<file path="src/rtl/mux8_sched_pkg.sv">
// mux8_sched_pkg
// Shared constants, FSM state type and the round-robin pick helper for the
// mux8_rr_sched scheduler.
// Optional feature macro: MUX8_SCHED_BURST_EN (adds MAX_BURST and the burst
// counter width).
package mux8_sched_pkg;

  localparam int NCH  = 8;   // number of channels (fixed)
  localparam int SELW = 3;   // select width, log2(NCH)

`ifdef MUX8_SCHED_BURST_EN
  localparam int MAX_BURST = 4;  // max consecutive beats per channel, 1..15
  localparam int BCW       = 4;  // burst counter width
`endif

  typedef enum logic [1:0] {
    IDLE   = 2'd0,
    SAMPLE = 2'd1,
    OUT    = 2'd2
  } state_t;

  typedef struct packed {
    logic            found;
    logic [SELW-1:0] idx;
  } pick_t;

  // Round-robin search starting just after ptr. Scanning from the farthest
  // candidate back to the nearest lets the nearest requester overwrite the
  // result, so no early exit is needed.
  function automatic pick_t rr_pick(input logic [NCH-1:0]  req_v,
                                    input logic [SELW-1:0] ptr_v);
    pick_t           res;
    logic [SELW-1:0] cand;
    res.found = 1'b0;
    res.idx   = ptr_v;
    for (int k = NCH; k >= 1; k--) begin
      cand = ptr_v + SELW'(k);
      if (req_v[cand]) begin
        res.found = 1'b1;
        res.idx   = cand;
      end
    end
    return res;
  endfunction

endpackage

</file>
<file path="src/rtl/mux8.sv">
// mux8
// Combinational 8:1 single-bit multiplexer shared by all channels.
// Ports:
//   din [7:0] in  - per-channel data bits
//   s   [2:0] in  - select
//   y         out - din[s]
module mux8
  import mux8_sched_pkg::*;
(
  input  logic [NCH-1:0]  din,
  input  logic [SELW-1:0] s,
  output logic            y
);

  assign y = din[s];

endmodule

</file>
<file path="src/rtl/mux8_rr_sched.sv">
// mux8_rr_sched
// Round-robin scheduler sharing one 8:1 bit mux among 8 requesting channels.
// A winner is chosen in IDLE, its bit is captured in SAMPLE (with a one-cycle
// ack pulse) and presented downstream in OUT until accepted.
// Optional feature macro: MUX8_SCHED_BURST_EN - lets the current owner keep
// the mux for up to MAX_BURST consecutive beats, skipping IDLE.
// Ports:
//   clk          in  - rising-edge clock
//   rst          in  - synchronous reset, active-high
//   req   [7:0]  in  - per-channel request
//   din   [7:0]  in  - per-channel payload bit, valid while req[i]=1
//   ack   [7:0]  out - one-hot, one-cycle pulse: channel's bit consumed
//   sel   [2:0]  out - mux select currently applied
//   y            out - registered selected bit
//   y_chan[2:0]  out - channel index of y
//   y_valid      out - y/y_chan valid
//   y_ready      in  - downstream accept
//   busy         out - scheduler not idle
module mux8_rr_sched
  import mux8_sched_pkg::*;
(
  input  logic            clk,
  input  logic            rst,
  input  logic [NCH-1:0]  req,
  input  logic [NCH-1:0]  din,
  output logic [NCH-1:0]  ack,
  output logic [SELW-1:0] sel,
  output logic            y,
  output logic [SELW-1:0] y_chan,
  output logic            y_valid,
  input  logic            y_ready,
  output logic            busy
);

  state_t          state_r;
  state_t          state_n_s;
  logic [SELW-1:0] ptr_r;
  logic [SELW-1:0] sel_r;
  logic            y_r;
  logic [SELW-1:0] y_chan_r;
  logic            y_valid_r;
  logic [NCH-1:0]  ack_r;
  logic            mux_y_s;
  pick_t           pick_s;
  logic            load_sel_s;
  logic            sample_s;
  logic            release_s;
`ifdef MUX8_SCHED_BURST_EN
  logic [BCW-1:0]  burst_r;
  logic            burst_inc_s;
  logic            burst_clr_s;
`endif

  mux8 u_mux8 (
    .din (din),
    .s   (sel_r),
    .y   (mux_y_s)
  );

  // Next-state and control decode for the IDLE/SAMPLE/OUT sequence.
  always_comb begin
    pick_s     = rr_pick(req, ptr_r);
    state_n_s  = state_r;
    load_sel_s = 1'b0;
    sample_s   = 1'b0;
    release_s  = 1'b0;
`ifdef MUX8_SCHED_BURST_EN
    burst_inc_s = 1'b0;
    burst_clr_s = 1'b0;
`endif
    case (state_r)
      IDLE: begin
        if (pick_s.found) begin
          state_n_s  = SAMPLE;
          load_sel_s = 1'b1;
        end else begin
          state_n_s  = IDLE;
        end
      end
      SAMPLE: begin
        // Capture is committed regardless of req[sel] in this cycle.
        sample_s  = 1'b1;
        state_n_s = OUT;
      end
      OUT: begin
        if (y_valid_r && y_ready) begin
          release_s = 1'b1;
`ifdef MUX8_SCHED_BURST_EN
          // ptr equals sel here, so req[ptr] is the current owner still asking.
          if (req[ptr_r] && (({1'b0, burst_r} + 5'd1) < 5'(MAX_BURST))) begin
            state_n_s   = SAMPLE;
            burst_inc_s = 1'b1;
          end else begin
            state_n_s   = IDLE;
            burst_clr_s = 1'b1;
          end
`else
          state_n_s = IDLE;
`endif
        end else begin
          state_n_s = OUT;
        end
      end
      default: begin
        state_n_s = IDLE;
      end
    endcase
  end

  // FSM state register.
  always_ff @(posedge clk) begin
    if (rst) begin
      state_r <= IDLE;
    end else begin
      state_r <= state_n_s;
    end
  end

  // Grant bookkeeping: applied select and last-grant pointer.
  always_ff @(posedge clk) begin
    if (rst) begin
      sel_r <= {SELW{1'b0}};
      ptr_r <= SELW'(NCH - 1);
    end else begin
      if (load_sel_s) begin
        sel_r <= pick_s.idx;
      end
      if (sample_s) begin
        ptr_r <= sel_r;
      end
    end
  end

  // Downstream output register and ack pulse.
  always_ff @(posedge clk) begin
    if (rst) begin
      y_r       <= 1'b0;
      y_chan_r  <= {SELW{1'b0}};
      y_valid_r <= 1'b0;
      ack_r     <= {NCH{1'b0}};
    end else begin
      ack_r <= sample_s ? ({{(NCH-1){1'b0}}, 1'b1} << sel_r) : {NCH{1'b0}};
      if (sample_s) begin
        y_r       <= mux_y_s;
        y_chan_r  <= sel_r;
        y_valid_r <= 1'b1;
      end else if (release_s) begin
        y_valid_r <= 1'b0;
      end
    end
  end

`ifdef MUX8_SCHED_BURST_EN
  // Consecutive-beat counter for the current owner.
  always_ff @(posedge clk) begin
    if (rst) begin
      burst_r <= {BCW{1'b0}};
    end else if (burst_clr_s) begin
      burst_r <= {BCW{1'b0}};
    end else if (burst_inc_s) begin
      burst_r <= burst_r + {{(BCW-1){1'b0}}, 1'b1};
    end
  end
`endif

  assign ack     = ack_r;
  assign sel     = sel_r;
  assign y       = y_r;
  assign y_chan  = y_chan_r;
  assign y_valid = y_valid_r;
  assign busy    = (state_r != IDLE);

endmodule
</file>
<file path="config.mk">
export PLATFORM = sky130hd
export DESIGN_NAME = mux8_rr_sched
export DESIGN_NICKNAME = d
export VERILOG_FILES = /design/src/rtl/mux8_sched_pkg.sv /design/src/rtl/mux8.sv /design/src/rtl/mux8_rr_sched.sv
export SDC_FILE = /design/constraint.sdc
export NUM_CORES = 1
export LEC_CHECK = 0
export ABC_AREA = 0
export CORE_MARGIN = 3
export CORE_UTILIZATION = 54
export DETAILED_ROUTE_END_ITERATION = 10
export PLACE_DENSITY = 0.85
export SYNTH_ARGS = -nofsm -noshare
export SYNTH_HDL_FRONTEND = slang
export SYNTH_SLANG_ARGS = --single-unit
</file>
<file path="constraint.sdc">
create_clock -name clk -period 5.3 [get_ports clk]
set_input_delay 1.06 -clock clk [delete_from_list [all_inputs] [get_ports clk]]
set_output_delay 1.06 -clock clk [all_outputs]
set_load 0.1 [all_outputs]
</file>
==> impl_metrics.json <==
{
  "result_of_the_run": "finished clean",
  "synth.yosys.warnings": 0,
  "report.final.setup_viol": 0,
  "gp_congestion": 0.856,
  "cts.path.max_buffers": 2,
  "critPathKind": "reg -> reg",
  "clock_buffers_created_by_tritoncts": 3,
  "placed_cells": 225,
  "timing_worst_slew_pin_value_ns": 1.00,
  "post_cts_resize_count": 0,
  "dp.final_hpwl_um": 3260,
  "yosysTopAreaCell": "sky130_fd_sc_hd__dfxtp_1",
  "via_count": 1493,
  "avgViaCountPerCell": 6.52,
  "layout.area.seq_um2": 420,
  "post-route-drc-count": 0,
  "p_sw_uw": 367,
  "synth_seq_area_share_pct": 27.2,
  "place.port_buffers": 35,
  "placement_rows": 18,
  "floorplan.initialDensity_pct": 59.8,
  "finish.cell_count_without_fillers": 229,
  "clk_pin_slew_ns": 0.11,
  "report.final.hold_viol_count": 0,
  "critPathArrivalTime_ns": 3.66,
  "grt_antenna_before_repair": 0,
  "p_seq_share_pct": 29.9,
  "report.final.slew_viol_count": 0,
  "fin_tns_setup_ns": 0,
  "grt.overflow.total": 0,
  "fmaxAchievable_mhz": 291,
  "vias_in_the_first_global_route": 1449,
  "synth_area_mm2": 0.00155,
  "io_pins": 36,
  "p_int_uw": 376,
  "area_growth_pct": 23.4,
  "max-cap-violations": 0,
  "grt_setup_unrepaired": "false",
  "cts_tree": "done",
  "number_of_enable_flip_flop_cells_after_synthesis": 0,
  "path_delay_family": "multiplexers",
  "power.density_mw_per_mm2": 389,
  "synthArstFlopShare_pct": 0,
  "synth_top_cells_by_area": "sky130_fd_sc_hd__dfxtp_1, sky130_fd_sc_hd__mux4_2, sky130_fd_sc_hd__mux2i_1",
  "worst_clock_skew_ns": 0.00519,
  "layout-drive-gt1-share_pct": 12.6,
  "synth_largest_type_area_fraction_pct": 27.2,
  "critical_path.max_fanout": 18,
  "holdCritPathClass": "reg -> reg",
  "synth.lib_cells_used.distinct": 44,
  "timing.max_slew.rel_slack_pct": 33.2,
  "worst_ep_required_time_ns": 5.52,
  "fin_hold_ws_ns": 0.473,
  "cts-htree-levels": 1,
  "syn_nets": 192,
  "final.period_utilization_pct": 64.8,
  "post_cts.repair.setup_buffers": 0,
  "chipWidth_um": 59.5,
  "numClockSinks": 21,
  "grtUsageTotal_pct": 25.8,
  "ys.flop_type": "sky130_fd_sc_hd__dfxtp_1",
  "syn_avg_cell_area_um2": 9.05,
  "fin_nets": 221,
  "final_antenna_net_count": 0,
  "cpMaxStageDelayCell": "sky130_fd_sc_hd__dfxtp_1",
  "wl_per_cell_um": 18.2,
  "clk_root_buffer_cell": "sky130_fd_sc_hd__clkbuf_4",
  "grt_max_degree": 21,
  "startpoint_type": "flop",
  "drt-initial-drc-count": 91,
  "wl_um": 4170,
  "timing.critical_path.cells": "inv_1, ha_1, mux4_2, mux2_4, a211oi_4, a31oi_4, mux2_4, a211oi_2",
  "worst_skew_pair.late_latency_ns": 0.31,
  "net_switching_share_of_the_total_power_pct": 49.4,
  "count_of_fill_cells_added_during_filler_insertion": 194,
  "floorplan.die_area_mm2": 0.00354,
  "gate_power_share_pct": 59.8,
  "critical_path_buf_inv_count": 1,
  "critical-path-max-stage-delay_ns": 0.84,
  "drt_pre_antenna_iters": 4,
  "synth_seq_cells": 21,
  "grt_pass1_wl_um": 6950,
  "cts.hold.buffers_added": 0,
  "finalCriticalPeriod_ns": 3.44,
  "leakagePower_uw": 0.000693,
  "die_height_um": 59.5,
  "pwr-share-clk_pct": 10.3,
  "ir_worst_vdd_mv": 0.371,
  "area_inside_the_core_boundary_mm2": 0.00259,
  "timing.critical_path.mode_cell": "sky130_fd_sc_hd__mux2_4",
  "cell_count_after_synthesis": 171,
  "critPathCaptureType": "flop",
  "multi_input_logic_area_mm2": 0.00106,
  "insertedDiodeCount": 0
}
## routing by layer
layer	GRT usage, %	vias up	part of all wire, %
met5	0	-	0
met3	4.58	10	7.6
met2	42.7	81	50
met4	6.33	0	1.1
met1	34.7	713	41
li1	-	689	-
## kinds of logic after synthesis
| logic type | after synthesis | share of synthesized area, % |
|---|---|---|
| compound gates | 42 | 20.0 |
| xor+xnor | 3 | 1.70 |
| fa+ha+maj | 2 | 1.62 |
| buf+inv | 16 | 4.53 |
| flops | 21 | 27.2 |
| mux | 25 | 25.1 |
| simple gates | 62 | 19.8 |
## metrics by stage
step / instance area [um2] / setup slack, ns / utilization [%] / power [uW]
floorplan: 1550 / 2.43 / - / 565
global placement: 1880 / 1.91 / 72.8 / 646
detailed placement: 1880 / 1.90 / 72.8 / 663
CTS: 1910 / 1.90 / 73.8 / 738
global route: 1910 / 1.69 / 73.8 / 782
finish: 1910 / 1.86 / 73.8 / 744
## cell usage after synthesis, drive strengths merged, types with 3 or more instances
cell type and number:
o21ai 6, dfxtp 21, nand2b 5, mux2i 10
nor2b 4, mux4 10, nor2 15, a21oi 16
buf 3, nand3b 4, clkbuf 8, a211oi 4
inv 5, nand2 21, mux2 5
## final timing paths
| check | startpoint | to | slack [ns] | cells after the start |
|---|---|---|---|---|
| hold / removal | y_chan[2]$_SDFFE_PP0P_ | y_chan[2]$_SDFFE_PP0P_ | 0.47 | 2 |
| setup reg to reg | ptr_r[0]$_SDFFE_PP1P_ | sel[1]$_SDFFE_PP0P_ | 1.86 | 8 |
| setup / recovery | ptr_r[0]$_SDFFE_PP1P_ | sel[1]$_SDFFE_PP0P_ | 1.86 | 8 |
| hold reg to reg | y_chan[2]$_SDFFE_PP0P_ | y_chan[2]$_SDFFE_PP0P_ | 0.47 | 2 |
## cell usage in the layout (no fill, tap or decap), drive strengths merged, types with 2 or more instances in the layout
master          n
clkdlybuf4s50  35
nand2          21
dfxtp          21
a21oi          16
nor2           15
mux4           10
mux2i          10
o21ai           6
inv             5
nand2b          5
mux2            5
nor2b           4
nand3b          4
clkbuf          4
a211oi          4
xnor2           2
a22oi           2
a221oi          2
o211ai          2
nor3b           2
a311oi          2
nor3            2
o22ai           2
ha              2
or2             2
and2            2
## worst register-to-register path: stages, from the launching register on
cell                       delay (ns)
sky130_fd_sc_hd__dfxtp_1         0.84
sky130_fd_sc_hd__inv_1           0.31
sky130_fd_sc_hd__ha_1            0.53
sky130_fd_sc_hd__mux4_2          0.44
sky130_fd_sc_hd__mux2_4          0.33
sky130_fd_sc_hd__a211oi_4        0.20
sky130_fd_sc_hd__a31oi_4         0.15
sky130_fd_sc_hd__mux2_4          0.34
sky130_fd_sc_hd__a211oi_2        0.20
## power by group through the flow
stage / sequential [uW] / combinational (uW) / clock (uW)
floorplan: 291 / 273 / 0
global placement: 224 / 422 / 0
detailed placement: 227 / 436 / 0
CTS: 223 / 438 / 77.1
global route: 229 / 470 / 82.5
finish: 223 / 444 / 76.5
## registers in the layout, indices dropped and copies added, names as in the netlist
name	flops
y_chan	3
ack	8
state_r	2
y_valid	1
sel	3
y	1
ptr_r	3
## area by class of cell
type / count / area share, %
Multi-Input combinational cell: 134 / 55.3
Inverter: 5 / 0.982
Timing Repair Buffer: 35 / 18.3
Sequential cell: 21 / 22.0
Tap cell: 30 / 1.96
Clock buffer: 4 / 1.38
No activity file was read; power rests on OpenSTA's default activity.
